## src/rtl/busarb_pkg.sv

```systemverilog
// Shared types and constants for the KS10 backplane bus arbiter.
// The BUSARB_TIMEOUT_EN build option is handled in bus_arbiter.sv.
package busarb_pkg;

  // Arbiter FSM states
  typedef enum logic [1:0] {
    StIdle,
    StReq,
    StWait,
    StDone
  } state_e;

  // Master slot assignment on the backplane
  localparam int unsigned MST_CPU  = 0;
  localparam int unsigned MST_CSL  = 1;
  localparam int unsigned MST_UBA1 = 2;
  localparam int unsigned MST_UBA3 = 3;

  localparam int unsigned MaxReq = 8;

  // Reference round-robin pick: first requester after 'last', modulo nreq, as one-hot
  function automatic logic [MaxReq-1:0] rr_pick(input logic [MaxReq-1:0] req,
                                                input int unsigned       last,
                                                input int unsigned       nreq);
    logic [MaxReq-1:0] gnt;
    logic [2:0]        idx;
    logic              found;
    gnt   = '0;
    found = 1'b0;
    for (int unsigned i = 1; i <= nreq; i++) begin
      idx = 3'((last + i) % nreq);
      if (!found && req[idx]) begin
        gnt[idx] = 1'b1;
        found    = 1'b1;
      end
    end
    return gnt;
  endfunction

endpackage

```

## src/rtl/busarb_rrpick.sv

```systemverilog
// Combinational round-robin picker: rotate requests so the slot after 'last' is
// bit 0, priority-encode the lowest set bit, then rotate the index back.
module busarb_rrpick #(
  parameter int unsigned NREQ = 4,
  parameter int unsigned IdxW = $clog2(NREQ)
) (
  input  logic [NREQ-1:0] req_i,
  input  logic [IdxW-1:0] last_i,
  output logic [NREQ-1:0] gnt_o,
  output logic [IdxW-1:0] gnt_idx_o,
  output logic            any_o
);

  logic [NREQ-1:0] rot;
  logic [IdxW-1:0] src;
  logic [IdxW-1:0] off;

  // Rotate requests so the search starts just past the previous winner
  always_comb begin
    rot = '0;
    src = '0;
    for (int unsigned i = 0; i < NREQ; i++) begin
      src    = IdxW'((32'(last_i) + 1 + i) % NREQ);
      rot[i] = req_i[src];
    end
  end

  // Lowest set rotated bit wins; map its offset back to a master index
  always_comb begin
    any_o = 1'b0;
    off   = '0;
    for (int i = int'(NREQ) - 1; i >= 0; i--) begin
      if (rot[i]) begin
        any_o = 1'b1;
        off   = IdxW'(i);
      end
    end
    gnt_idx_o = IdxW'((32'(last_i) + 1 + 32'(off)) % NREQ);
    gnt_o     = '0;
    if (any_o) gnt_o[gnt_idx_o] = 1'b1;
  end

endmodule

```

## src/rtl/bus_arbiter.sv

```systemverilog
// KS10 backplane bus arbiter: round-robin grant, one transaction at a time,
// registered strobe/ack. Define BUSARB_TIMEOUT_EN to enable the WAIT-state
// timeout that returns errO to the granted master after TOVAL cycles.
module bus_arbiter
  import busarb_pkg::*;
#(
  parameter int unsigned NREQ  = 4,
  parameter int unsigned TOVAL = 64
) (
  input  logic             clk,
  input  logic             rst,
  input  logic [NREQ-1:0]  reqI,
  input  logic [NREQ*36-1:0] addrI,
  input  logic [NREQ*36-1:0] dataI,
  output logic [NREQ-1:0]  ackO,
  output logic [NREQ-1:0]  errO,
  output logic [NREQ-1:0]  gntO,
  output logic             busREQO,
  output logic [35:0]      busADDRO,
  output logic [35:0]      busDATAO,
  input  logic             busACKI,
  input  logic [35:0]      busDATAI,
  output logic             busBUSY
);

  localparam int unsigned IdxW = $clog2(NREQ);

  if (NREQ < 2 || NREQ > 8) begin : g_bad_nreq
    $error("bus_arbiter: NREQ out of range");
  end
  if (TOVAL < 2) begin : g_bad_toval
    $error("bus_arbiter: TOVAL must be at least 2");
  end

  state_e          state_q;
  logic [IdxW-1:0] last_q;
  logic [NREQ-1:0] gnt_q;
  logic [NREQ-1:0] ack_q;
  logic            bus_req_q;
  logic [35:0]     addr_q;
  logic [35:0]     data_q;

  logic [NREQ-1:0] pick_gnt;
  logic [IdxW-1:0] pick_idx;
  logic            pick_any;
  logic [35:0]     win_addr;
  logic [35:0]     win_data;

  busarb_rrpick #(
    .NREQ (NREQ),
    .IdxW (IdxW)
  ) u_rrpick (
    .req_i     (reqI),
    .last_i    (last_q),
    .gnt_o     (pick_gnt),
    .gnt_idx_o (pick_idx),
    .any_o     (pick_any)
  );

  // One-hot mux of the candidate winner's address and data
  always_comb begin
    win_addr = '0;
    win_data = '0;
    for (int unsigned i = 0; i < NREQ; i++) begin
      if (pick_gnt[i]) begin
        win_addr = win_addr | addrI[36*i +: 36];
        win_data = win_data | dataI[36*i +: 36];
      end
    end
  end

`ifdef BUSARB_TIMEOUT_EN
  localparam int unsigned CntW = $clog2(TOVAL);
  logic [CntW-1:0] cnt_q;
  logic [NREQ-1:0] err_q;
`endif

  // Arbiter FSM with registered grant, strobe, ack and error outputs
  always_ff @(posedge clk) begin
    if (rst) begin
      state_q   <= StIdle;
      last_q    <= IdxW'(NREQ - 1);
      gnt_q     <= '0;
      ack_q     <= '0;
      bus_req_q <= 1'b0;
      addr_q    <= '0;
      data_q    <= '0;
`ifdef BUSARB_TIMEOUT_EN
      cnt_q     <= '0;
      err_q     <= '0;
`endif
    end else begin
      // Strobe and responses are single-cycle pulses
      ack_q     <= '0;
      bus_req_q <= 1'b0;
`ifdef BUSARB_TIMEOUT_EN
      err_q     <= '0;
`endif
      unique case (state_q)
        StIdle: begin
          if (pick_any) begin
            gnt_q   <= pick_gnt;
            addr_q  <= win_addr;
            data_q  <= win_data;
            last_q  <= pick_idx;
            state_q <= StReq;
          end
        end
        StReq: begin
          bus_req_q <= 1'b1;
`ifdef BUSARB_TIMEOUT_EN
          cnt_q     <= '0;
`endif
          state_q   <= StWait;
        end
        StWait: begin
          // An ack on the expiry cycle takes precedence over the timeout
          if (busACKI) begin
            ack_q   <= gnt_q;
            state_q <= StDone;
          end
`ifdef BUSARB_TIMEOUT_EN
          else if (cnt_q == CntW'(TOVAL - 1)) begin
            err_q   <= gnt_q;
            state_q <= StDone;
          end else begin
            cnt_q <= cnt_q + 1'b1;
          end
`endif
        end
        StDone: begin
          // Dead cycle: drop grant and bus drive before re-arbitrating
          gnt_q   <= '0;
          addr_q  <= '0;
          data_q  <= '0;
          state_q <= StIdle;
        end
        default: state_q <= StIdle;
      endcase
    end
  end

  assign gntO     = gnt_q;
  assign ackO     = ack_q;
  assign busREQO  = bus_req_q;
  assign busADDRO = addr_q;
  assign busDATAO = data_q;
  assign busBUSY  = (state_q != StIdle);

`ifdef BUSARB_TIMEOUT_EN
  assign errO = err_q;
`else
  assign errO = '0;
`endif

  // Read data is shared by all masters; only the acked master samples it
  logic unused_busdata;
  assign unused_busdata = ^busDATAI;

endmodule

```

## config.mk

```make
export PLATFORM = sky130hd
export DESIGN_NAME = bus_arbiter
export DESIGN_NICKNAME = d
export VERILOG_FILES = /design/src/rtl/busarb_pkg.sv /design/src/rtl/busarb_rrpick.sv /design/src/rtl/bus_arbiter.sv
export SDC_FILE = /design/constraint.sdc
export NUM_CORES = 1
export LEC_CHECK = 0
export ABC_AREA = 1
export ABC_CLOCK_PERIOD_IN_PS = 2600
export CORE_AREA = 2 2 162 164
export CTS_CLUSTER_DIAMETER = 200
export DETAILED_ROUTE_END_ITERATION = 16
export DIE_AREA = 0 0 164 166
export PLACE_DENSITY = 0.69
export SYNTH_ARGS = -nofsm -noshare
export SYNTH_HDL_FRONTEND = slang
export SYNTH_SLANG_ARGS = --single-unit
```

## constraint.sdc

```tcl
create_clock -name clk -period 2.6 [get_ports clk]
set_input_delay 0.78 -clock clk [delete_from_list [all_inputs] [get_ports clk]]
set_output_delay 0.78 -clock clk [all_outputs]
set_load 0.05 [all_outputs]
```

# Word level (Yosys, flattened, before mapping)
# Index checks and enable logic that the tools add are counted.
# totals
mem_bits_ro,0
register_bits,85
elab_cells,76
latch_bits,0
out_inout_bits,86
n_memories,0
ram_bits,0
in_bits,331
# op_classes
eq_ne,5
div,0
reduce_logical,8
multipliers,0
muxes,37
addsub,5
order_cmp,6
bitwise_logic,8
n_shift,0
# ops
op,count
two-way mux 36 bit,10
bitwise OR 36 bit,6
one-hot mux 36 bit (2 select lines),2
< comparator 2 x 3 -> 1 bit (second input constant),5
two-way mux 2 bit,6
two-way mux 1 bit,10
binary-select mux 1 bit (select 2 bit),4
two-way mux 4 bit,2
one-hot mux 2 bit (4 select lines),1
one-hot mux 4 bit (2 select lines),1
AND reduction 2 bit,3
adder 2 x 1 -> 2 bit (second input constant),2
adder 2 bit (second input constant),2
equality test 2 bit (second input constant),2
!= test 2 bit (second input constant),2
nonzero test 2 bit,2
OR reduction 3 bit,1
adder 2 bit,1
demux 1 bit (select 2 bit),1
equality test 2 x 1 -> 1 bit (second input constant),1
>= comparator 2 x 1 -> 1 bit (second input constant),1
logical NOT 2 bit,1
NOT 1 bit,2
logical AND 1 bit,1

# Depth between registers and ports, before layout
# logic_depth
depth_word,23
ltp_mapped,19
depth_no_buf,16

# Cells and area by module
# Synthesis repeated with hierarchy kept, for this count alone.
# hier_totals
cells_unflattened,914
hier_area_um2,5689.2
# by_module_without_submodules
mod,n_inst,area_each_um2,cells_each,seq_area_each_um2
bus_arbiter,1,5293.8,845,1701.6
busarb_rrpick,1,395.4,69,0.0

# Worst setup path after synthesis
# No wires, ideal clock.
# synth_timing
path_kind,in2reg
from,input port reqI[2]
to,register addr_q[10] (netlist: busADDRO[10])
arrival_time_ns,2.506
slack_ns,-0.038
setup_time_ns,0.132
n_path_buf,2
t_required_ns,2.468
stages,18
path_cell_list,inv_1 nand2_1 nand2_1 nand2_1 nand2_2 nand3_1 a21oi_1 ha_1 xor2_2 inv_1 nand2_4 nand2_4 buf_6 buf_2 nand3_1 nand2_1 o21bai_1 a21oi_1
# synth_between
elab_chain_cells,21
elab_cells_between_ends,34
cone_classes,add/sub (1); order compare (2); eq/ne (1); mux (25); bitwise (3); reduce/logical (2)
# synth_rtl
item,line_no,rtl
from (decl),bus_arbiter.sv:12,"input logic [NREQ-1:0] reqI,"
binary-select mux 1 bit (select 2 bit),busarb_rrpick.sv:24,rot[i] = req_i[src];
two-way mux 1 bit (implied by the code),busarb_rrpick.sv:24,
two-way mux 2 bit (4 in a row),busarb_rrpick.sv:33,if (rot[i]) begin
adder 2 bit,busarb_rrpick.sv:38,gnt_idx_o = IdxW'((32'(last_i) + 1 + 32'(off)) % NREQ);
< comparator 2 x 3 -> 1 bit (implied by the code) or >= comparator 2 x 1 -> 1 bit (tied branches),busarb_rrpick.sv:40,if (any_o) gnt_o[gnt_idx_o] = 1'b1;
logical AND 1 bit (implied by the code),busarb_rrpick.sv:40,
two-way mux 1 bit (implied by the code),busarb_rrpick.sv:40,
demux 1 bit (select 2 bit),-,
[... 2 more ...],-,
bitwise OR 36 bit,bus_arbiter.sv:66,win_addr = win_addr | addrI[36*i +: 36];
two-way mux 36 bit,bus_arbiter.sv:65,if (pick_gnt[i]) begin
bitwise OR 36 bit,bus_arbiter.sv:66,
two-way mux 36 bit,bus_arbiter.sv:65,
bitwise OR 36 bit,bus_arbiter.sv:66,
two-way mux 36 bit,bus_arbiter.sv:65,
two-way mux 36 bit,bus_arbiter.sv:101,if (pick_any) begin
one-hot mux 36 bit (2 select lines),bus_arbiter.sv:99,unique case (state_q)
to (signal assigned),bus_arbiter.sv:103,addr_q <= win_addr;
to (decl),bus_arbiter.sv:40,logic [35:0] addr_q;
# Several ways; a longest one is shown, not always the timed one. The select of a mux whose other input is x is not followed.
# A chain may end at the register's enable or synchronous reset.

# Worst setup path after layout
# layout_timing
from,input port reqI[3]
to,register addr_q[13] (netlist: busADDRO[13])
# Same word-level chain as after synthesis.

==> results by stage <==
Outcome:
- The run finished, with violations left.
- The final reports fail on negative setup slack.

Clock tree:
- The number of buffers created by CTS is 9.
- In this run the deepest clock path goes through 2 buffers.
- The later-pin clock latency in the skew report is 0.35 ns.
- The depth of the CTS H-tree is 3.
- Clock tree synthesis found a total of 85 sinks.
- After clock tree synthesis, the clock-pin slew on the worst setup and hold paths is 0.07 ns.
- The clock root buffer is clkbuf_16.
- The clock tree from TritonCTS is yes.

Die:
- The vertical die dimension is about 170 µm.
- Row generation in the floorplan step produced 59 rows.
- The effective utilization at floorplan is between 20% and 30%.
- In this run the standard cell core region covers 25600 µm².
- The area enclosed by the die boundary is 27200 µm².
- The total I/O pin count is approximately 420.
- The overall die width is ~160 µm.

Detailed routing:
- The detailed router's first-iteration violation count is roughly 560.
- The routed wire length is 31.5 mm.
- For this run, design rule violations remaining after detail routing come to 0.
- The length of the first detailed-routing pass in iterations is 6.
- The number of vias per cell is ~5.1.
- The overall via count from detail_route is 8596.
- The count of antenna-violating nets left after detailed routing is 0.
- The per-cell routed wire length is ~19 µm.

Global route:
- The first global-routing pass estimated about 44 mm of wire.
- The via count of the first global-routing pass is between 8000 and 9000.
- The overall fraction of global-route tracks in use is approximately a fifth.
- The initial antenna violation count was 1.
- Global routing finished with a remaining overflow of 0.
- Global routing consumed, on the met3 layer, 4.80% of the routing resources.
- The met2 capacity usage during global routing is 35.7%.
- In this run the most used layer during global routing was met2.
- The largest net degree at the start of global routing is 78.
- The met1 usage is 23.6%.

Synth:
- The commonest register cell after synthesis is dfxtp_1.
- The distinct cell type count after synthesis is 27.
- The post-synthesis sequential element count is 85.
- The average size of a mapped cell is 6.48 µm².
- The summed instance area of the synthesized netlist is between 6000 and 7000 µm².
- After technology mapping, the gate count stands at between 900 and 1000.
- dfxtp_1 takes more of the synthesized area than any other cell.
- The total of warnings raised by yosys is 0.
- Yosys mapped a number of flops with a built-in enable equal to 0.
- The area share of the largest cell type after synthesis is between 20% and 30%.
- The async set-reset flop share out of synthesis is 0%.
- The sequential share of the synthesized area is between 20 and 30%.
- Ranked by total cell area, the synthesized netlist is headed by dfxtp_1 (28%), nand2_1 (16%), nand4_1 (15%).

Critical path:
- The largest fanout on the critical path is 8.
- The register-to-register path setup slack is -0.09 ns.
- For the worst setup path, the data arrival time is 3.04 ns.
- The endpoint class of the critical path is a flip-flop.
- The startpoint identified for the worst register-to-register timing path is last_q[0]$_SDFFE_PP1P_.
- The critical path startpoint is reqI[3].
- The worst reg2reg path endpoint is busADDRO[13]$_SDFFE_PP0P_.
- The kind of launch point of the worst setup path is an input port.
- The number of cell instances on the worst register-to-register path is 19.
- The number of buffers and inverters on the critical path is 6.
- The delay of the slowest critical-path stage is 0.20 ns.
- The required time of the critical path is around 2.9 ns.
- The slowest stage of the critical path is the ha_2 cell.
- In this run the worst setup path terminates at busADDRO[13]$_SDFFE_PP0P_.
- Counting stages on the worst path, the most repeated cell is nand2_2.
- In this run the number of cells on the critical path is 20.
- The kind of cell with the highest combined delay along the critical path is buffers and inverters.
- The critical path goes through buf_6 > inv_4 > nand2_2 > nand2_2 > nand2_1 > nand2_2 > nand3_2 > a21oi_2 > ha_2 > xor2_2 > buf_4 > nand3_4 > buf_12 > nand2_8 > clkbuf_16 > clkbuf_16 > nand3_1 > nand2_1 > o21bai_1 > a21oi_1.
- The category of the most critical setup path is in -> reg.

STA:
- Static timing analysis puts the maximum clock frequency at 0.362 GHz.
- The share of the cycle needed by the critical path after routing is 106%.
- Setup repair after global routing could not meet its margin everywhere.
- At the pin with the least slew margin, the transition time is 0.550 ns.
- Between clock sinks in the finished design, the worst skew comes to 0.0102 ns.
- The count of final max-slew check failures is 0.
- The number of hold violations in the final report was 0.
- Hold timing on the final database bottoms out at a slack of 0.440 ns.
- The final setup TNS is -7.91 ns.
- The post-layout worst setup margin is -0.163 ns.
- The smallest clock period supported by the final layout is computed as 2.76 ns.
- The count of final setup violators is slightly above 70.
- Headroom to the max-slew limit came out at ~63%.

Placed design:
- The placed instances occupy a cell area of around 11000 µm².
- Port buffering added between 300 and 400 buffers.
- Detailed placement finished with a half-perimeter wire length of between 15 and 20 mm.
- The post-placement setup slack is -0.721 ns.
- The routability congestion estimate is around 0.84.

Layout:
- The library cell used most frequently in the layout, excluding fill and tap cells, is clkdlybuf4s50_1.
- After filler insertion, the fill cell instance count of the layout stands at 2463.
- The area growth from synthesis to layout is 97.3%.
- The final standard cell area without fillers is 12200 µm².
- In the final layout, the share of cells above drive strength 1 is between 10% and 20%.
- The top cell types in the final layout, fill and taps aside, are clkdlybuf4s50_1 (368), nand2_1 (237), nand4_1 (144), nand3_1 (93), dfxtp_1 (83).
- The total number of nets in the final design is between 1500 and 2000.
- The register area is roughly 1700 µm².
- The total area of multi-input combinational cells is about 4300 µm².

Power:
- For this design the static power due to leakage is 5.11 nW.
- IR analysis of the VDD net gives a maximum drop of between 1.5 and 2 mV.
- Dividing total power by cell area gives a power density of a little under 2000 nW/µm².

Flow run:
- Across the run, the number of max-cap violations was 0.

Hold path:
- The path class of the lowest-slack min-delay path is reg -> reg.
-- flip-flops by register name (all words and copies together), names as in the netlist --
name / count
busREQO: 1
last_q: 2
ackO: 4
gntO: 4
state_q: 2
busADDRO: 36
busDATAO: 36
-- layer usage --
metal / up-vias / routed length, µm
li1: 4128 / -
met3: 68 / 2760
met4: 0 / 1160
met2: 440 / 15300
met5: - / 0
met1: 3960 / 12300
-- worst reg2reg max path, stage by stage, from the launching register on --
cell	delay [ns]
dfxtp_4	0.39
inv_8	0.09
nand2_1	0.06
nand2_2	0.10
nand2_2	0.07
nand2_2	0.08
nand3_2	0.08
a21oi_2	0.14
ha_2	0.20
xor2_2	0.18
buf_4	0.15
nand3_4	0.09
buf_12	0.15
nand2_8	0.10
clkbuf_16	0.18
clkbuf_16	0.18
nand3_1	0.10
nand2_1	0.09
o21bai_1	0.07
a21oi_1	0.12
-- worst min-delay path by stage --
stage	start	to	slack, ns	cells past startpoint
floorplan	state_q[1]$_SDFFE_PP0P_	state_q[1]$_SDFFE_PP0P_	0.49	2
global placement	gntO[1]$_SDFFE_PP0P_	ackO[1]$_SDFF_PP0_	0.44	2
detailed placement	gntO[1]$_SDFFE_PP0P_	ackO[1]$_SDFF_PP0_	0.43	2
CTS	gntO[1]$_SDFFE_PP0P_	ackO[1]$_SDFF_PP0_	0.44	2
global route	busADDRO[4]$_SDFFE_PP0P_	busADDRO[4]$_SDFFE_PP0P_	0.48	2
finish	gntO[1]$_SDFFE_PP0P_	ackO[1]$_SDFF_PP0_	0.44	2
-- power by group --
part / internal, mW / switching, mW / leakage [nW]
clock network: 0.774 / 0.578 / 0.136
logic: 8.91 / 11.5 / 4.28
registers: 1.70 / 0.213 / 0.698
-- stage by stage --
step	util [%]	power, mW	cells
finish	47.5	23.7	1675
global route	47.5	25.2	1675
CTS	45.0	21.1	1665
detailed placement	41.4	17.0	1620
global placement	41.4	16.8	1620
floorplan	-	12.0	955
-- cells by family (layout without fill, tap and decap cells) --
family	count (synthesis)	count (layout)	share of synthesized area, %
AND/OR/NAND/NOR	575	575	45.1
AO/OA/AOI/OAI	157	157	15.8
XOR/XNOR	1	1	0.264
other	1	5	0.0607
adder cells (fa/ha/maj)	5	5	1.01
flip-flops	85	85	27.6
buffers and inverters	128	512	10.2
-- cells in the mapped netlist, types with 2 or more instances --
library cell / number
inv_1: 16
nand2_2: 3
nand2_4: 3
nor2_1: 6
ha_1: 5
buf_2: 52
dfxtp_1: 85
a21oi_1: 79
buf_1: 4
nand3_1: 153
o21bai_1: 72
inv_2: 4
buf_6: 2
nand2_1: 260
clkbuf_1: 32
nor2_4: 4
o21ai_0: 3
nand4_1: 144
buf_4: 17
-- repair_timing --
action	4_1_cts	5_1_grt
hold buffers	0	0
endpoints found under the setup margin	76	77
pin swaps	49	94
gates resized for setup	68	97
buffers inserted	18	1
gates cloned	12	11
-- layout make-up --
cell class,instances,area share [%]
clock inverter,3,0.370
sequential,85,14.0
inverter,21,0.729
multi-input combinational,742,35.4
antenna,1,0.0205
clock buffer,13,2.05
timing repair buffer,475,44.0
tap,335,3.44
Power figures use the tool's default switching activity.
